==> src/rtl/paddle_pkg.sv <==
// Shared types and constants for the paddle input controller.
// Latency: n/a (declarations only).
// Backpressure: n/a.
package paddle_pkg;

    typedef enum logic [1:0] {
        IDLE = 2'd0,
        UP   = 2'd1,
        DOWN = 2'd2
    } paddle_state_t;

    // Bit positions of one player's {down,up} pair inside the held bus
    localparam int HELD_UP_BIT   = 0;
    localparam int HELD_DOWN_BIT = 1;

    // Signed velocity needs one bit more than the magnitude
    function automatic int vel_w(input int speed_w);
        return speed_w + 1;
    endfunction

endpackage

==> src/rtl/btn_debounce.sv <==
// Pushbutton conditioner: invert, 2-FF synchronise, accept a change after DEBOUNCE_CYCLES stable cycles.
// Latency: 2 + DEBOUNCE_CYCLES cycles from pin edge to btn_db.
// Backpressure: none; free-running level path.
module btn_debounce #(
    parameter int DEBOUNCE_CYCLES = 250000
) (
    input  logic clock,
    input  logic reset,
    input  logic btn_n,
    output logic btn_db
);

    localparam int CW = $clog2(DEBOUNCE_CYCLES + 1);

    logic          sync_a;
    logic          sync_b;
    logic [CW-1:0] stable_cnt;

    // Counter only runs while the synchronised level disagrees with the accepted one
    always_ff @(posedge clock or posedge reset) begin
        if (reset) begin
            sync_a     <= 1'b0;
            sync_b     <= 1'b0;
            btn_db     <= 1'b0;
            stable_cnt <= '0;
        end else begin
            sync_a <= ~btn_n;
            sync_b <= sync_a;
            if (sync_b == btn_db) begin
                stable_cnt <= '0;
            end else if (stable_cnt == CW'(DEBOUNCE_CYCLES - 1)) begin
                btn_db     <= sync_b;
                stable_cnt <= '0;
            end else begin
                stable_cnt <= stable_cnt + CW'(1);
            end
        end
    end

endmodule

==> src/rtl/paddle_input_ctrl.sv <==
// Per-player paddle controller: merges PS/2 and debounced buttons, frame-sampled FSM -> signed velocity.
// Latency: vel updates the cycle after frame_tick; PS/2 reaches held combinationally. PADDLE_ACCEL_EN enables acceleration.
// Backpressure: none; levels are sampled once per frame and anything between ticks is dropped.
module paddle_input_ctrl
    import paddle_pkg::*;
#(
    parameter int N_PLAYERS       = 2,
    parameter int DEBOUNCE_CYCLES = 250000,
    parameter int SPEED_W         = 4,
    parameter int MAX_SPEED       = 8,
    parameter int ACCEL_FRAMES    = 4
) (
    input  logic                             clock,
    input  logic                             reset,
    input  logic                             vsync,
    input  logic [N_PLAYERS-1:0]             ps2_up,
    input  logic [N_PLAYERS-1:0]             ps2_down,
    input  logic [N_PLAYERS-1:0]             btn_up_n,
    input  logic [N_PLAYERS-1:0]             btn_down_n,
    output logic                             frame_tick,
    output logic [2*N_PLAYERS-1:0]           held,
    output logic [N_PLAYERS*(SPEED_W+1)-1:0] vel
);

    localparam int VW = vel_w(SPEED_W);

    logic [N_PLAYERS-1:0] up_db;
    logic [N_PLAYERS-1:0] dn_db;
    logic                 vsync_q;

    always_ff @(posedge clock or posedge reset) begin
        if (reset) vsync_q <= 1'b0;
        else       vsync_q <= vsync;
    end

    assign frame_tick = vsync_q & ~vsync;

    // Gated so the merged bus reads released while reset is asserted, whatever the PS/2 levels
    always_comb begin
        held = '0;
        if (!reset) begin
            for (int i = 0; i < N_PLAYERS; i++) begin
                held[2*i+HELD_UP_BIT]   = ps2_up[i]   | up_db[i];
                held[2*i+HELD_DOWN_BIT] = ps2_down[i] | dn_db[i];
            end
        end
    end

    for (genvar i = 0; i < N_PLAYERS; i++) begin : g_player
        logic          up_i;
        logic          dn_i;
        paddle_state_t state_q;
        paddle_state_t state_nx;
        paddle_state_t target;
        logic [SPEED_W-1:0] mag;
        logic [VW-1:0]      mag_ext;

        btn_debounce #(.DEBOUNCE_CYCLES(DEBOUNCE_CYCLES)) u_db_up (
            .clock (clock), .reset (reset), .btn_n (btn_up_n[i]),   .btn_db (up_db[i])
        );
        btn_debounce #(.DEBOUNCE_CYCLES(DEBOUNCE_CYCLES)) u_db_dn (
            .clock (clock), .reset (reset), .btn_n (btn_down_n[i]), .btn_db (dn_db[i])
        );

        assign up_i = ps2_up[i]   | up_db[i];
        assign dn_i = ps2_down[i] | dn_db[i];

        // Pressing both directions cancels out to IDLE
        always_comb begin
            target = IDLE;
            if (up_i && !dn_i)      target = UP;
            else if (dn_i && !up_i) target = DOWN;
        end

`ifdef PADDLE_ACCEL_EN
        localparam int HW = $clog2(ACCEL_FRAMES + 1);
        logic [SPEED_W-1:0] mag_q;
        logic [SPEED_W-1:0] mag_nx;
        logic [HW-1:0]      hold_q;
        logic [HW-1:0]      hold_nx;

        always_ff @(posedge clock or posedge reset) begin
            if (reset) begin
                state_q <= IDLE;
                mag_q   <= '0;
                hold_q  <= '0;
            end else begin
                state_q <= state_nx;
                mag_q   <= mag_nx;
                hold_q  <= hold_nx;
            end
        end

        always_comb begin
            state_nx = state_q;
            mag_nx   = mag_q;
            hold_nx  = hold_q;
            if (frame_tick) begin
                state_nx = target;
                if (target == IDLE) begin
                    mag_nx  = '0;
                    hold_nx = '0;
                end else if (target != state_q) begin
                    // Fresh press or direct reversal restarts from the slowest speed
                    mag_nx  = SPEED_W'(1);
                    hold_nx = '0;
                end else if (hold_q == HW'(ACCEL_FRAMES - 1)) begin
                    hold_nx = '0;
                    if (mag_q < SPEED_W'(MAX_SPEED)) mag_nx = mag_q + SPEED_W'(1);
                end else begin
                    hold_nx = hold_q + HW'(1);
                end
            end
        end

        assign mag = mag_q;
`else
        always_ff @(posedge clock or posedge reset) begin
            if (reset) state_q <= IDLE;
            else       state_q <= state_nx;
        end

        always_comb begin
            state_nx = state_q;
            if (frame_tick) state_nx = target;
        end

        assign mag = (state_q == IDLE) ? '0 : SPEED_W'(MAX_SPEED);
`endif

        assign mag_ext = VW'(mag);
        assign vel[i*VW +: VW] = (state_q == UP)   ? -mag_ext :
                                 (state_q == DOWN) ?  mag_ext : '0;
    end

endmodule

==> config.mk <==
export PLATFORM = sky130hd
export DESIGN_NAME = paddle_input_ctrl
export DESIGN_NICKNAME = d
export VERILOG_FILES = /design/src/rtl/paddle_pkg.sv /design/src/rtl/btn_debounce.sv /design/src/rtl/paddle_input_ctrl.sv
export SDC_FILE = /design/constraint.sdc
export NUM_CORES = 1
export LEC_CHECK = 0
export CORE_ASPECT_RATIO = 1.5
export CORE_MARGIN = 5
export CORE_UTILIZATION = 35
export CTS_CLUSTER_DIAMETER = 50
export DETAILED_ROUTE_END_ITERATION = 16
export GPL_TIMING_DRIVEN = 0
export PLACE_DENSITY = 0.51
export SLEW_MARGIN = 0
export SYNTH_ARGS = -nofsm -noshare
export SYNTH_HDL_FRONTEND = slang
export SYNTH_SLANG_ARGS = --single-unit
==> constraint.sdc <==
create_clock -name clock -period 7.9 [get_ports clock]
set_input_delay 0.79 -clock clock [delete_from_list [all_inputs] [get_ports clock]]
set_output_delay 0.79 -clock clock [all_outputs]
set_load 0.03 [all_outputs]
* After elaboration in Yosys (flattened, before gate mapping)
Cells that the tools add are included.
** Storage, ports and cells
- Output and inout bits :: 15
- Word-level logic and storage cells :: 84
- Bits in registers :: 89
- Input port bits :: 11
** Operators by class
- Equality and inequality tests :: 12
- Bitwise gates (word level) :: 14
- Reduce and logical (&&, ||, !) cells :: 14
- Multiplexer cells :: 19
- Add/sub/neg operators :: 6
** Operators with widths (count)
- 2-to-1 mux 18 bit :: 8
- adder 18 x 1 -> 18 bit (second input constant) :: 4
- == test 18 bit (second input constant) :: 4
- 2-to-1 mux 4 bit :: 5
- 2-to-1 mux 5 bit :: 2
- negation 4 -> 5 bit :: 2
- NOT 1 bit :: 9
- 2-to-1 mux 2 bit :: 4
- AND reduction 2 bit :: 4
- == test 1 bit :: 4
- == test 2 x 1 -> 1 bit (second input constant) :: 2
- == test 2 bit (second input constant) :: 2
- logical AND 1 bit :: 4
- zero test 1 bit :: 4
- zero test 2 bit :: 2
- OR 1 bit :: 4
- bitwise AND 1 bit :: 1

* Logic depth before layout (Yosys ltp)
Gate-level depths: netlist of the first run.
- Depth in word-level cells :: 5
- Mapped depth :: 6
- Depth with buffers taken out :: 5

* Cells and area by module
A second synthesis of the first run with hierarchy kept.
** Unflattened totals
- Cell total of the unflattened synthesis :: 421
- Area total of the unflattened synthesis :: 4381.7 um^2
** Modules (own cells, without submodules)
- btn_debounce :: cells an instance 96, times used 4, sequential area each 525.5 um^2, area each 1016.0 um^2
- paddle_input_ctrl :: cells an instance 37, times used 1, sequential area each 125.1 um^2, area each 317.8 um^2

* Least setup slack after synthesis of the first run
No wires, ideal clock.
- Path type :: in2out
- Start :: input port ps2_down[1]
- End :: output port held[3]
- Setup slack :: 5.877 ns
- Data arrival time :: 1.233 ns
- Path buffers :: 0
- Stages on the path :: 2
- Data required time :: 7.110 ns
- Cells stage by stage :: nor2_1 > nor2_1
** Between the ends
- Word-level cells in the longest chain between the ends :: 2
** Ends and longest elaborated chain
- start, declared :: line paddle_input_ctrl.sv:17 : input logic [N_PLAYERS-1:0] ps2_down,
- OR 1 bit :: line paddle_input_ctrl.sv:44 : held[2*i+HELD_DOWN_BIT] = ps2_down[i] | dn_db[i];
- 2-to-1 mux 4 bit :: line paddle_input_ctrl.sv:41 : if (!reset) begin
- end, declared :: line paddle_input_ctrl.sv:21 : output logic [2*N_PLAYERS-1:0] held,
No other way between the ends.

* Worst setup path in the final report of the first run
- Start :: input port vsync
- End :: output port frame_tick
** Between the ends
- Word-level cells in the longest chain between the ends :: 2
** Ends and longest elaborated chain
- start, declared :: line paddle_input_ctrl.sv:15 : input logic vsync,
- NOT 1 bit :: line paddle_input_ctrl.sv:36 : assign frame_tick = vsync_q & ~vsync;
- bitwise AND 1 bit :: line paddle_input_ctrl.sv:36
- end, declared :: line paddle_input_ctrl.sv:20 : output logic frame_tick,
No other way between the ends.

==> impl_metrics.tcl, run 1 <==
set metrics [dict create \
    vias 3170 \
    htreeDepth 3 \
    insertion_delay_ps 330 \
    final_cell_mix "89 x dfrtp_1, 84 x nor2_1, 46 x xnor2_1, 27 x nand3_1" \
    drive_gt1_frac 0.0844 \
    cts_tree "built" \
    synth_cell_types 36 \
    finalHoldViolations 0 \
    wl_per_cell_um 13.6 \
    slew_headroom 0.611 \
    die_w_um 101 \
    antenna_left 0 \
    endpoint_kind "output port" \
    ir_drop_uv 105 \
    ys_top_cells_by_area "dfrtp_1 51%, xnor2_1 9.2%, nor2_1 7.2%, nor4_1 3.6%, nand3_1 3.1%" \
    power.share.switching 0.235 \
    place_ws_ps 4780 \
    postPlaceCellArea_mm2 0.00480 \
    cts.reportedPaths.clkPinSlew_ps 60 \
    power.share.combinational 0.071 \
    drt_first_iter_violations 108 \
    grt-ovfl-total 0 \
    grt_usage 0.125 \
    diodes 0 \
    drc 0 \
    die_h_um 147 \
    finalSetupViolCount 0 \
    critPathTopFamily "buffers and inverters" \
    postCtsSetupBuffers 0 \
    layout.nets 487 \
    viasPerCell 5.03 \
    cts-root-buf "clkbuf_16" \
    dr.pass1.iters 4 \
    finalPower_uw 963 \
    syn_inst 434 \
    yosysWarnings 0 \
    leakage_uw 0.00209 \
    io_buffers 19 \
    grt_pass1_wl_um 15000 \
    synth.ff_latch_count 89 \
    final.setup.tns_ps 0 \
    ios 26 \
    grt_pass1_vias 3166 \
    p_int_uw 736 \
    maxCapViolCount 0 \
    seqPwrFrac 0.491 \
    power_frac_clock 0.438 \
    fin_hold_ws_ps 347 \
    seq_area_frac_synth 0.510 \
    initial_core_util 0.353 \
    rsz0062_at_grt "false" \
    fin_area_mm2 0.00510 \
    path_max_fanout 7 \
    area_delta_synth_final_pct 16.7 \
    avgSynthCellArea_um2 10.1 \
    antenna_found_initial 0 \
    start_kind "input port" \
    power.density_mw_per_mm2 189 \
    switching_power_uw 226 \
    critPathKind "in -> out" \
    cts.sinks 89 \
    final_common_cell "dfrtp_1" \
    crit_buf_inv 3 \
    core-area_mm2 0.0124 \
    path_cells "clkdlybuf4s50_1, nand2b_1, inv_1, clkdlybuf4s50_1" \
    finalCritPeriodShare 0.393 \
    cts_made_buffers 9 \
    critPathArrivalTime_ps 2320 \
    finClkSkew_ps 7.49 \
    slowest_delay_ps 680 \
    setup_ws_ps 4790 \
    yosys.area.top_type "dfrtp_1" \
    cp.required_ps 7110 \
    dp_hpwl_um 6200 \
    path_common_cell "clkdlybuf4s50_1" \
    dieArea_mm2 0.0149 \
    rows 50 \
    clock_path_buffers 2 \
    layout_min_cycle_time_ps 3110 \
    drt-total-wl_um 8560 \
    max_slew.worst_pin.slew_ps 584 \
    slew_violations 0 \
    synth.cell_area_mm2 0.00437 \
    hp-class "reg -> reg" \
    gp_congestion 0.774 \
    cts_hold_buffers 0 \
    fmaxAchievable_mhz 322 \
    cts_resized 0 \
    synth.top_cell.area_share 0.510 \
    cp_slowest_cell "clkdlybuf4s50_1" \
    grt_max_degree 47 \
    status "finished, final reports clean" \
]
per-layer routing:
layer	wire length, um	global-route usage	vias to the layer above
met5	0	0	-
met4	91	0.0472	0
met3	259	0.0219	8
met2	4390	0.210	41
met1	3820	0.159	1556
li1	-	-	1565
logic make-up after synthesis:
kind of cell	share of synthesized area
other cells	0.000859
flops	0.510
mux	0.0103
compound gates	0.0576
simple gates	0.246
buf+inv	0.0395
xor+xnor	0.118
fa+ha+maj	0.0172
per-stage QoR:
stage	instances	utilization
floorplan	439	-
global placement	614	0.385
detailed placement	615	0.388
CTS	630	0.411
global route	630	0.411
finish	630	0.411
synth_stat cells (all sizes together):
| cell | number |
|---|---|
| nand2 | 19 |
| xor2 | 13 |
| nor3 | 12 |
| o41ai | 5 |
| inv | 26 |
| conb | 1 |
| or4 | 11 |
| and4 | 1 |
| o31ai | 8 |
| nand2b | 2 |
| and3 | 1 |
| nand4 | 19 |
| clkbuf | 2 |
| buf | 10 |
| ha | 6 |
| nor4b | 1 |
| mux2 | 4 |
| nor4 | 25 |
| or2 | 3 |
| nand3 | 28 |
| a22o | 1 |
| o21ai | 3 |
| xnor2 | 46 |
| dfrtp | 89 |
| a21oi | 9 |
| or3 | 3 |
| nor2 | 84 |
| and4bb | 1 |
| nor2b | 1 |
worst paths after layout:
kind	from	endpoint	slack [ps]	cells after the start
setup / recovery	vsync	frame_tick	4790	4
hold / removal	g_player[1].u_db_dn.sync_a	g_player[1].u_db_dn.sync_b	350	0
setup reg to reg	g_player[1].u_db_dn.stable_cnt[5]	g_player[1].u_db_dn.stable_cnt[16]	5750	6
hold reg to reg	g_player[1].u_db_dn.sync_a	g_player[1].u_db_dn.sync_b	350	0
max in group asynchronous	reset	g_player[0].u_db_up.stable_cnt[3]	6310	3
min in group asynchronous	reset	g_player[1].u_db_dn.stable_cnt[16]	980	2
state kept, by name (all words and copies together), names as in the netlist:
register,count
g_player.u_db_dn.btn_db,2
g_player.u_db_dn.sync_a,2
vsync_q,1
g_player.state_q,4
g_player.u_db_up.btn_db,2
g_player.u_db_up.sync_a,2
g_player.u_db_up.stable_cnt,36
g_player.u_db_up.sync_b,2
g_player.u_db_dn.sync_b,2
g_player.u_db_dn.stable_cnt,36
power groups by stage:
stage | clock, uW | combinational (uW) | sequential [uW]
final | 421 | 68.8 | 473
after global routing | 456 | 77.0 | 473
after CTS | 437 | 71.0 | 473
after detailed placement | 0 | 70.6 | 481
after global placement | 0 | 67.6 | 481
after floorplan | 0 | 45.4 | 479
final cells by class:
class	count	area (um2)
clock inverters	6	68.8
clock buffers	9	225
inverters	26	100
well taps	156	195
multi-input cells	312	1990
plain buffers	12	75.1
fillers	1235	7290
flip-flops and latches	89	2230
repair buffers	20	218
worst register-to-register path, stage by stage, from the launching register on:
cell	delay, ps
dfrtp_1	360
buf_2	160
nor4_1	360
nand2b_1	160
o41ai_4	580
buf_2	350
nor2_1	80
(Power assumes the default switching activity.)
==> run 2: changes to the inputs <==
--- a/config.mk
+++ b/config.mk
@@ -11,7 +11,7 @@
 export CTS_CLUSTER_DIAMETER = 50
 export DETAILED_ROUTE_END_ITERATION = 16
 export GPL_TIMING_DRIVEN = 0
-export PLACE_DENSITY = 0.51
+export PLACE_DENSITY = 0.53
 export SLEW_MARGIN = 0
 export SYNTH_ARGS = -nofsm -noshare
 export SYNTH_HDL_FRONTEND = slang
==> constraint.sdc (replaced) <==
create_clock -name clock -period 2.8 [get_ports clock]
set_input_delay 0.28 -clock clock [delete_from_list [all_inputs] [get_ports clock]]
set_output_delay 0.28 -clock clock [all_outputs]
set_load 0.03 [all_outputs]
==> run 2 against run 1 <==
  * Combinational power grew to 2.8 times the previous value
  * Non-clock buffer count did not move
  * Critical path type is now reg -> reg
  * Largest cell class unchanged
  * Global-route usage increased by 0.21 points
  * Power grew to 2.9 times the previous value
  * Via count decreased by 1.4%
  * Worst hold slack improved by 2.6 ps
  * Die area unchanged
  * Sequential cell count unchanged
  * First-iteration DRC count decreased by 11%
==> impl_metrics.tcl, run 2 (synthesized netlist as in run 1, its figures left out) <==
set metrics [dict create \
    status "finished, final reports clean" \
    cts.reportedPaths.clkPinSlew_ps 60 \
    viasPerCell 4.96 \
    dp_hpwl_um 6160 \
    endpoint_kind "flip-flop" \
    io_buffers 19 \
    dr.pass1.iters 4 \
    fmaxAchievable_mhz 472 \
    drc 0 \
    path_max_fanout 10 \
    r2r-end "g_player[0].u_db_up.stable_cnt[14]" \
    final_cell_mix "89 x dfrtp_1, 84 x nor2_1, 46 x xnor2_1, 27 x nand3_1" \
    finalSetupViolCount 0 \
    layout.nets 487 \
    rows 50 \
    n_fill_cell 1213 \
    htreeDepth 3 \
    cts_hold_buffers 0 \
    finalCritPeriodShare 0.757 \
    finClkSkew_ps 7.40 \
    cp.required_ps 3020 \
    dieArea_mm2 0.0149 \
    layout_min_cycle_time_ps 2120 \
    clock_path_buffers 2 \
    die_w_um 101 \
    top_regs "g_player.u_db_dn.stable_cnt x36, g_player.u_db_up.stable_cnt x36, g_player.state_q x4" \
    path_cells "nor4_1, nand2_1, o41ai_4, buf_2, nor2_1" \
    final_common_cell "dfrtp_1" \
    post-route-util 0.413 \
    grt_usage 0.127 \
    maxCapViolCount 0 \
    grt-ovfl-total 0 \
    die_h_um 147 \
    drt-total-wl_um 8620 \
    cts_resized 0 \
    core-area_mm2 0.0124 \
    fin_hold_ws_ps 350 \
    max_slew.worst_pin.slew_ps 602 \
    r2r_slack_ps 680 \
    slowest_delay_ps 670 \
    final.setup.tns_ps 0 \
    worstHoldStart "g_player[0].u_db_dn.sync_a" \
    power.density_mw_per_mm2 552 \
    hp-class "reg -> reg" \
    vias 3127 \
    stdcell_count 630 \
    finalHoldViolations 0 \
    ir_drop_uv 345 \
    diodes 0 \
    grt_pass1_wl_um 15300 \
    grt_max_degree 60 \
    postCtsSetupBuffers 0 \
    r2r_start "g_player[0].u_db_up.stable_cnt[10]" \
    whs_path_depth 0 \
    wl_per_cell_um 13.7 \
    slew_violations 0 \
    insertion_delay_ps 340 \
    start_kind "flip-flop" \
    cts_tree "built" \
    critPathArrivalTime_ps 2340 \
    cts.sinks 89 \
    gp_congestion 0.754 \
    ios 26 \
    r2r_cells 5 \
    cts_made_buffers 9 \
    min_to "g_player[0].u_db_dn.sync_b" \
    rsz0062_at_grt "false" \
    slew_headroom 0.597 \
    grt_pass1_vias 3247 \
    area_delta_synth_final_pct 17.1 \
    dp.cells 615 \
    antenna_found_initial 0 \
    cts-root-buf "clkbuf_16" \
    critPathKind "reg -> reg" \
    cp_slowest_cell "o41ai_4" \
    antenna_left 0 \
    finalPower_uw 2820 \
    leakage_uw 0.00211 \
    initial_core_util 0.353 \
    drive_gt1_frac 0.0802 \
    drt_first_iter_violations 96 \
]
==> run 2: cell count changes in the layout (fill, tap and decap cells not counted) <==
cell,previous run,this run
clkinvlp_4,1,0
clkbuf_1,2,4
clkinv_4,2,0
bufinv_16,1,2
clkbuf_8,0,1
inv_6,1,0
==> run 2: routing by layer <==
| layer | routed length, um | GRT usage | vias to the layer above |
|---|---|---|---|
| met1 | 4020 | 0.163 | 1504 |
| met4 | 172 | 0.0499 | 0 |
| met5 | 0 | 0 | - |
| met3 | 267 | 0.0238 | 11 |
| met2 | 4160 | 0.210 | 44 |
| li1 | - | - | 1568 |
==> run 2: power breakdown <==
part / internal (uW) / switching [uW]
clock: 801 / 490
sequential: 1310 / 21.7
combinational: 74.6 / 121
==> run 2: how the worst max path moves through the flow <==
stage          slack, ps                          startpoint                            endpoint  cells past startpoint
5_1_grt              490   g_player[1].u_db_dn.stable_cnt[5]  g_player[1].u_db_dn.stable_cnt[11]                      6
2_1_floorplan        210                               reset              g_player[0].state_q[0]                      1
3_5_place_dp         650  g_player[0].u_db_up.stable_cnt[10]  g_player[0].u_db_up.stable_cnt[16]                      5
4_1_cts              640  g_player[0].u_db_up.stable_cnt[10]  g_player[0].u_db_up.stable_cnt[13]                      5
6_report             680  g_player[0].u_db_up.stable_cnt[10]  g_player[0].u_db_up.stable_cnt[14]                      5
3_3_place_gp       -1370                               reset  g_player[1].u_db_up.stable_cnt[10]                      2
==> run 2: critical path: cells and delay by family, from the launching register on <==
kind | cells | cell delay [ps]
flops | 1 | 430
buf+inv | 1 | 350
compound gates | 1 | 670
simple gates | 3 | 560
==> run 2: cell type report <==
cell class / count / area (um2) / share of cell area
sequential: 89 / 2230 / 0.436
multi-input combinational: 312 / 1990 / 0.389
clock buffer: 12 / 246 / 0.0482
timing repair buffer: 20 / 218 / 0.0426
tap: 156 / 195 / 0.0382
inverter: 26 / 100 / 0.0196
buffer: 12 / 75.1 / 0.0147
clock inverter: 3 / 65.1 / 0.0127
==> run 2: stage by stage <==
| step | setup slack [ps] | area [um2] |
|---|---|---|
| 2_1_floorplan | 213 | 4390 |
| 3_3_place_gp | -1370 | 4770 |
| 3_5_place_dp | 649 | 4800 |
| 4_1_cts | 639 | 5110 |
| 5_1_grt | 488 | 5110 |
| 6_report | 680 | 5110 |
==> run 3: changes to the inputs <==
==> constraint.sdc (replaced) <==
create_clock -name clock -period 1.8 [get_ports clock]
set_input_delay 0.18 -clock clock [delete_from_list [all_inputs] [get_ports clock]]
set_output_delay 0.18 -clock clock [all_outputs]
set_load 0.03 [all_outputs]
==> run 3 against run 2 <==
  * Worst hold slack got worse by 36 ps
  * Sequential cell count unchanged
  * Clock skew grew 2.3 ps
  * Die area stayed put
  * Clock-buffer cell count rose by 1
  * First-iteration DRC count up 35%
  * Critical path type unchanged
  * Largest cell class unchanged
==> impl_metrics.tcl, run 3 (synthesized netlist as in run 1, its figures left out) <==
set metrics [dict create \
    endpoint_kind "flip-flop" \
    switching_power_uw 1030 \
    status "finished, final reports clean" \
    power.density_mw_per_mm2 803 \
    finalHoldViolations 0 \
    core-area_mm2 0.0124 \
    grt_max_degree 35 \
    multi_input_area_mm2 0.00209 \
    top_regs "g_player.u_db_dn.stable_cnt x36, g_player.u_db_up.stable_cnt x36, g_player.state_q x4" \
    start_kind "flip-flop" \
    drive_gt1_frac 0.183 \
    power.share.switching 0.236 \
    seqCellArea_mm2 0.00224 \
    critPathArrivalTime_ps 2040 \
    wl_per_cell_um 13.7 \
    grt_usage 0.127 \
    grt_pass1_vias 3274 \
    final_cell_mix "78 x nor2_1, 78 x dfrtp_1, 46 x xnor2_1, 25 x inv_1, 25 x buf_4" \
    power_frac_clock 0.450 \
    die_h_um 147 \
    power.share.combinational 0.073 \
    whs_path_depth 2 \
    path_max_fanout 5 \
    drt-total-wl_um 8970 \
    cts_made_buffers 9 \
    rows 50 \
    insertion_delay_ps 340 \
    post-route-util 0.438 \
    fmaxAchievable_mhz 563 \
    drt_first_iter_violations 130 \
    io_buffers 19 \
    cts-root-buf "clkbuf_16" \
    dr.pass1.iters 4 \
    r2r-end "g_player[0].u_db_up.stable_cnt[17]" \
    r2r_start "g_player[0].u_db_up.stable_cnt[4]" \
    critPathKind "reg -> reg" \
    initial_core_util 0.353 \
    area_delta_synth_final_pct 24.2 \
    finClkSkew_ps 9.74 \
    worstHoldStart "btn_up_n[1]" \
    vias 3280 \
    cp.required_ps 2060 \
    leakage_uw 0.00229 \
    grt-ovfl-total 0 \
    viasPerCell 5.02 \
    hp-class "in -> reg" \
    r2r_slack_ps 20 \
    antenna_left 0 \
    seqPwrFrac 0.477 \
    cts_tree "built" \
    ios 26 \
    finalCritPeriodShare 0.987 \
    cts.reportedPaths.clkPinSlew_ps 70 \
    dp_hpwl_um 6210 \
    layout.nets 509 \
    slew_violations 0 \
    slew_headroom 0.622 \
    maxCapViolCount 0 \
    grt_pass1_wl_um 15100 \
    cts.sinks 89 \
    antenna_found_initial 0 \
    r2r_cells 4 \
    max_slew.worst_pin.slew_ps 565 \
    ir_drop_uv 522 \
    layout_min_cycle_time_ps 1780 \
    drc 0 \
    diodes 0 \
    clock_path_buffers 2 \
    dieArea_mm2 0.0149 \
    rsz0062_at_grt "true" \
    finalPower_uw 4350 \
    htreeDepth 3 \
    n_fill_cell 1212 \
    p_int_uw 3330 \
    finalSetupViolCount 0 \
    min_to "g_player[1].u_db_up.sync_a" \
    die_w_um 101 \
    gp_congestion 0.763 \
]
## run 3: worst max-delay path, stage by stage, from the launching register on
cell and delay, ps:
dfrtp_1 430, nand3_2 150, or4_4 540, or4_4 430, a21oi_2 150
## run 3: how the worst max path moves through the flow
stage	slack (ps)	to	start	cells after the start
floorplan	20	g_player[1].u_db_up.stable_cnt[9]	g_player[1].u_db_up.stable_cnt[10]	5
global placement	-550	g_player[0].u_db_dn.stable_cnt[14]	reset	2
detailed placement	-360	g_player[0].u_db_dn.stable_cnt[14]	g_player[0].u_db_dn.stable_cnt[0]	5
CTS	10	g_player[0].u_db_up.stable_cnt[17]	g_player[0].u_db_up.stable_cnt[9]	4
global route	-50	g_player[1].u_db_up.stable_cnt[10]	g_player[1].u_db_up.stable_cnt[10]	6
finish	20	g_player[0].u_db_up.stable_cnt[17]	g_player[0].u_db_up.stable_cnt[4]	4
## run 3: power groups by stage
stage                     logic, uW  clock network, uW  registers [uW]
final                           318               1960            2070
after global routing            355               2090            2080
after CTS                       316               2000            2070
after detailed placement        316                  0            2110
after global placement          304                  0            2110
after floorplan                 200                  0            2100
## run 3: through the flow
step	hold slack [ps]	std cells	instance area (um2)	TNS (ps)	worst slack, ps
global placement	337	614	4780	-61060	-549
detailed placement	335	616	4820	-12920	-357
floorplan	211	439	4390	0	16.1
CTS	305	644	5240	0	12.3
finish	313	653	5420	0	22.9
global route	312	653	5420	-433	-47.2
## run 3: layer usage
metal	wire, um	GRT usage	part of all wire	up-vias
li1	-	-	-	1608
met1	3920	0.155	0.44	1597
met2	4560	0.214	0.51	60
met3	277	0.0195	0.031	15
met4	212	0.0639	0.024	0
met5	0	0	0	-
## run 3: area by class of cell
type,count,share of cell area
flip-flops and latches,89,0.413
inverters,26,0.0187
repair buffers,42,0.0722
clock inverters,3,0.00877
well taps,156,0.0360
plain buffers,12,0.0171
multi-input cells,312,0.386
clock buffers,13,0.0480
## run 3: timing repair
action | 4_1_cts | 5_1_grt
buffers inserted | 12 | 8
hold buffers | 0 | 0
endpoints found under the setup margin | 65 | 61
pin swaps | 6 | 8
gates cloned | 0 | 1
gates resized for setup | 21 | 30
==> RTL edit, RTL diff (config.mk and constraints of run 1) <==
The option `PADDLE_ACCEL_EN` is turned on by a define.
--- a/src/rtl/paddle_input_ctrl.sv
+++ b/src/rtl/paddle_input_ctrl.sv
@@ -1,6 +1,8 @@
 // Per-player paddle controller: merges PS/2 and debounced buttons, frame-sampled FSM -> signed velocity.
 // Latency: vel updates the cycle after frame_tick; PS/2 reaches held combinationally. PADDLE_ACCEL_EN enables acceleration.
 // Backpressure: none; levels are sampled once per frame and anything between ticks is dropped.
+`define PADDLE_ACCEL_EN
+
 module paddle_input_ctrl
     import paddle_pkg::*;
 #(
Check against the original RTL: not equivalent (Yosys sat finds a counterexample within 4 cycles, from zero or initial values and one cycle with reset high).
==> RTL edit against run 1 <==
  * Global-route usage is 0.42 points higher
  * Critical path type unchanged
  * Critical endpoint unchanged
  * Largest power group unchanged
  * Cell area rose by 18%
  * Power is 15% higher
  * Count of clock-buffer cells in the layout rose by 1
  * Setup slack got worse by 700 ps
  * Largest cell class unchanged
  * Non-clock buffer count rose by 3
  * Sequential cell count up 14
  * Critical path depth rose by 2
  * Fmax is 18% lower
  * Synthesized area rose by 19%
  * Wire length up 22%
  * Register-to-register slack worse by 200 ps
==> RTL edit: results (changes against run 1) <==
[global_routing]
grt_util_met3_pct=2.76  ; +0.57 points
first_global_vias=3996  ; +26%
grt_pass1_wl_um=18200  ; +22%
grt_use_total_pct=12.9  ; +0.42 points
use_met2_pct=22.5  ; +1.5 points
gr-usage-met1_pct=14.8  ; -1.1 points
grt_max_degree=64  ; +36%

[outcome]
outcome=completed

[worst_setup_path]
r2r_cells=7  ; +1
max_stage_delay_ps=770  ; +90 ps
worstPathMaxFanout=10  ; +3

[clocking]
cts.sinks=103  ; +16%
clk_latency_ps=350  ; +20 ps

[logic_synthesis]
synth_cell_types=48  ; +33%
synth_cells=536  ; +24%
yosys-top-cells-count=dfrtp_1, nor2_1, nand2_1

[cells_and_area]
clkCellAreaFrac_pct=4.71  ; -1.1 points
buffer_area_share_pct=5.50  ; -0.25 points
seq_area_mm2=0.00258  ; +16%
fin_cells=774  ; +23%
drive_gt1_share_pct=5.88  ; -2.6 points
fillers=1472  ; +19%
final_nets=598  ; +23%
signal_buffers=35  ; +9.4%

[route]
drt-met1-wl_um=4440  ; +16%
drtIter0Drc=153  ; +42%
viasPerCell=5.10  ; +1.4%
dr_wl_met2_um=5460  ; +24%
wire_per_inst_um=13.5  ; -0.82%

[timing]
slew-limit-headroom_pct=40.6  ; -20 points

[place]
place_congestion=0.757  ; -2.2%
detailed_place_hpwl_um=7560  ; +22%
dp_slack_ps=4070  ; -708 ps

[pwr]
p_leak_uw=0.00248  ; +19%
irDropWorstVdd_v=0.0000914  ; -13%

[RTL edit: worst register-to-register path, delay by kind of cell, from the launching register on]
kind            cells  cell delay [ps]
compound gates      1              830
buf+inv             2              520
flops               1              380
simple gates        3              320
fa+ha+maj           1              190
[RTL edit: through the flow]
stage | cell area [µm²] | hold WS (ps) | utilization, % | total power [µW]
floorplan | 5200 | 331 | - | 655
global placement | 5700 | 334 | 39.0 | 695
detailed placement | 5730 | 336 | 39.2 | 701
CTS | 6010 | 351 | 41.2 | 1130
global route | 6010 | 359 | 41.2 | 1170
finish | 6010 | 349 | 41.2 | 1110
[RTL edit: final timing paths]
path / start / end / slack (ps)
worst max-delay path: vsync / frame_tick / 4100
worst max register to register: g_player[1].u_db_up.stable_cnt[0] / g_player[1].u_db_up.stable_cnt[7] / 5550
max in group asynchronous: reset / g_player[0].u_db_up.stable_cnt[11] / 6150
worst min-delay path: g_player[0].u_db_up.sync_a / g_player[0].u_db_up.sync_b / 350
worst min register to register: g_player[0].u_db_up.sync_a / g_player[0].u_db_up.sync_b / 350
min in group asynchronous: reset / g_player[0].mag[3] / 1060
[RTL edit: power breakdown]
group / switching (µW) / internal, µW
sequential: 18.3 / 543
combinational: 75.7 / 51.5
clock: 196 / 224
total: 290 / 819
[RTL edit: kinds of logic (layout without fill, tap and decap cells)]
family / count (synthesis) / after routing / synth area share [%]
simple gates: 255 / 255 / 24.2
flops: 103 / 103 / 49.6
xor+xnor: 63 / 63 / 10.6
compound gates: 57 / 57 / 7.80
buf+inv: 37 / 79 / 3.03
fa+ha+maj: 14 / 14 / 3.37
mux: 7 / 7 / 1.44
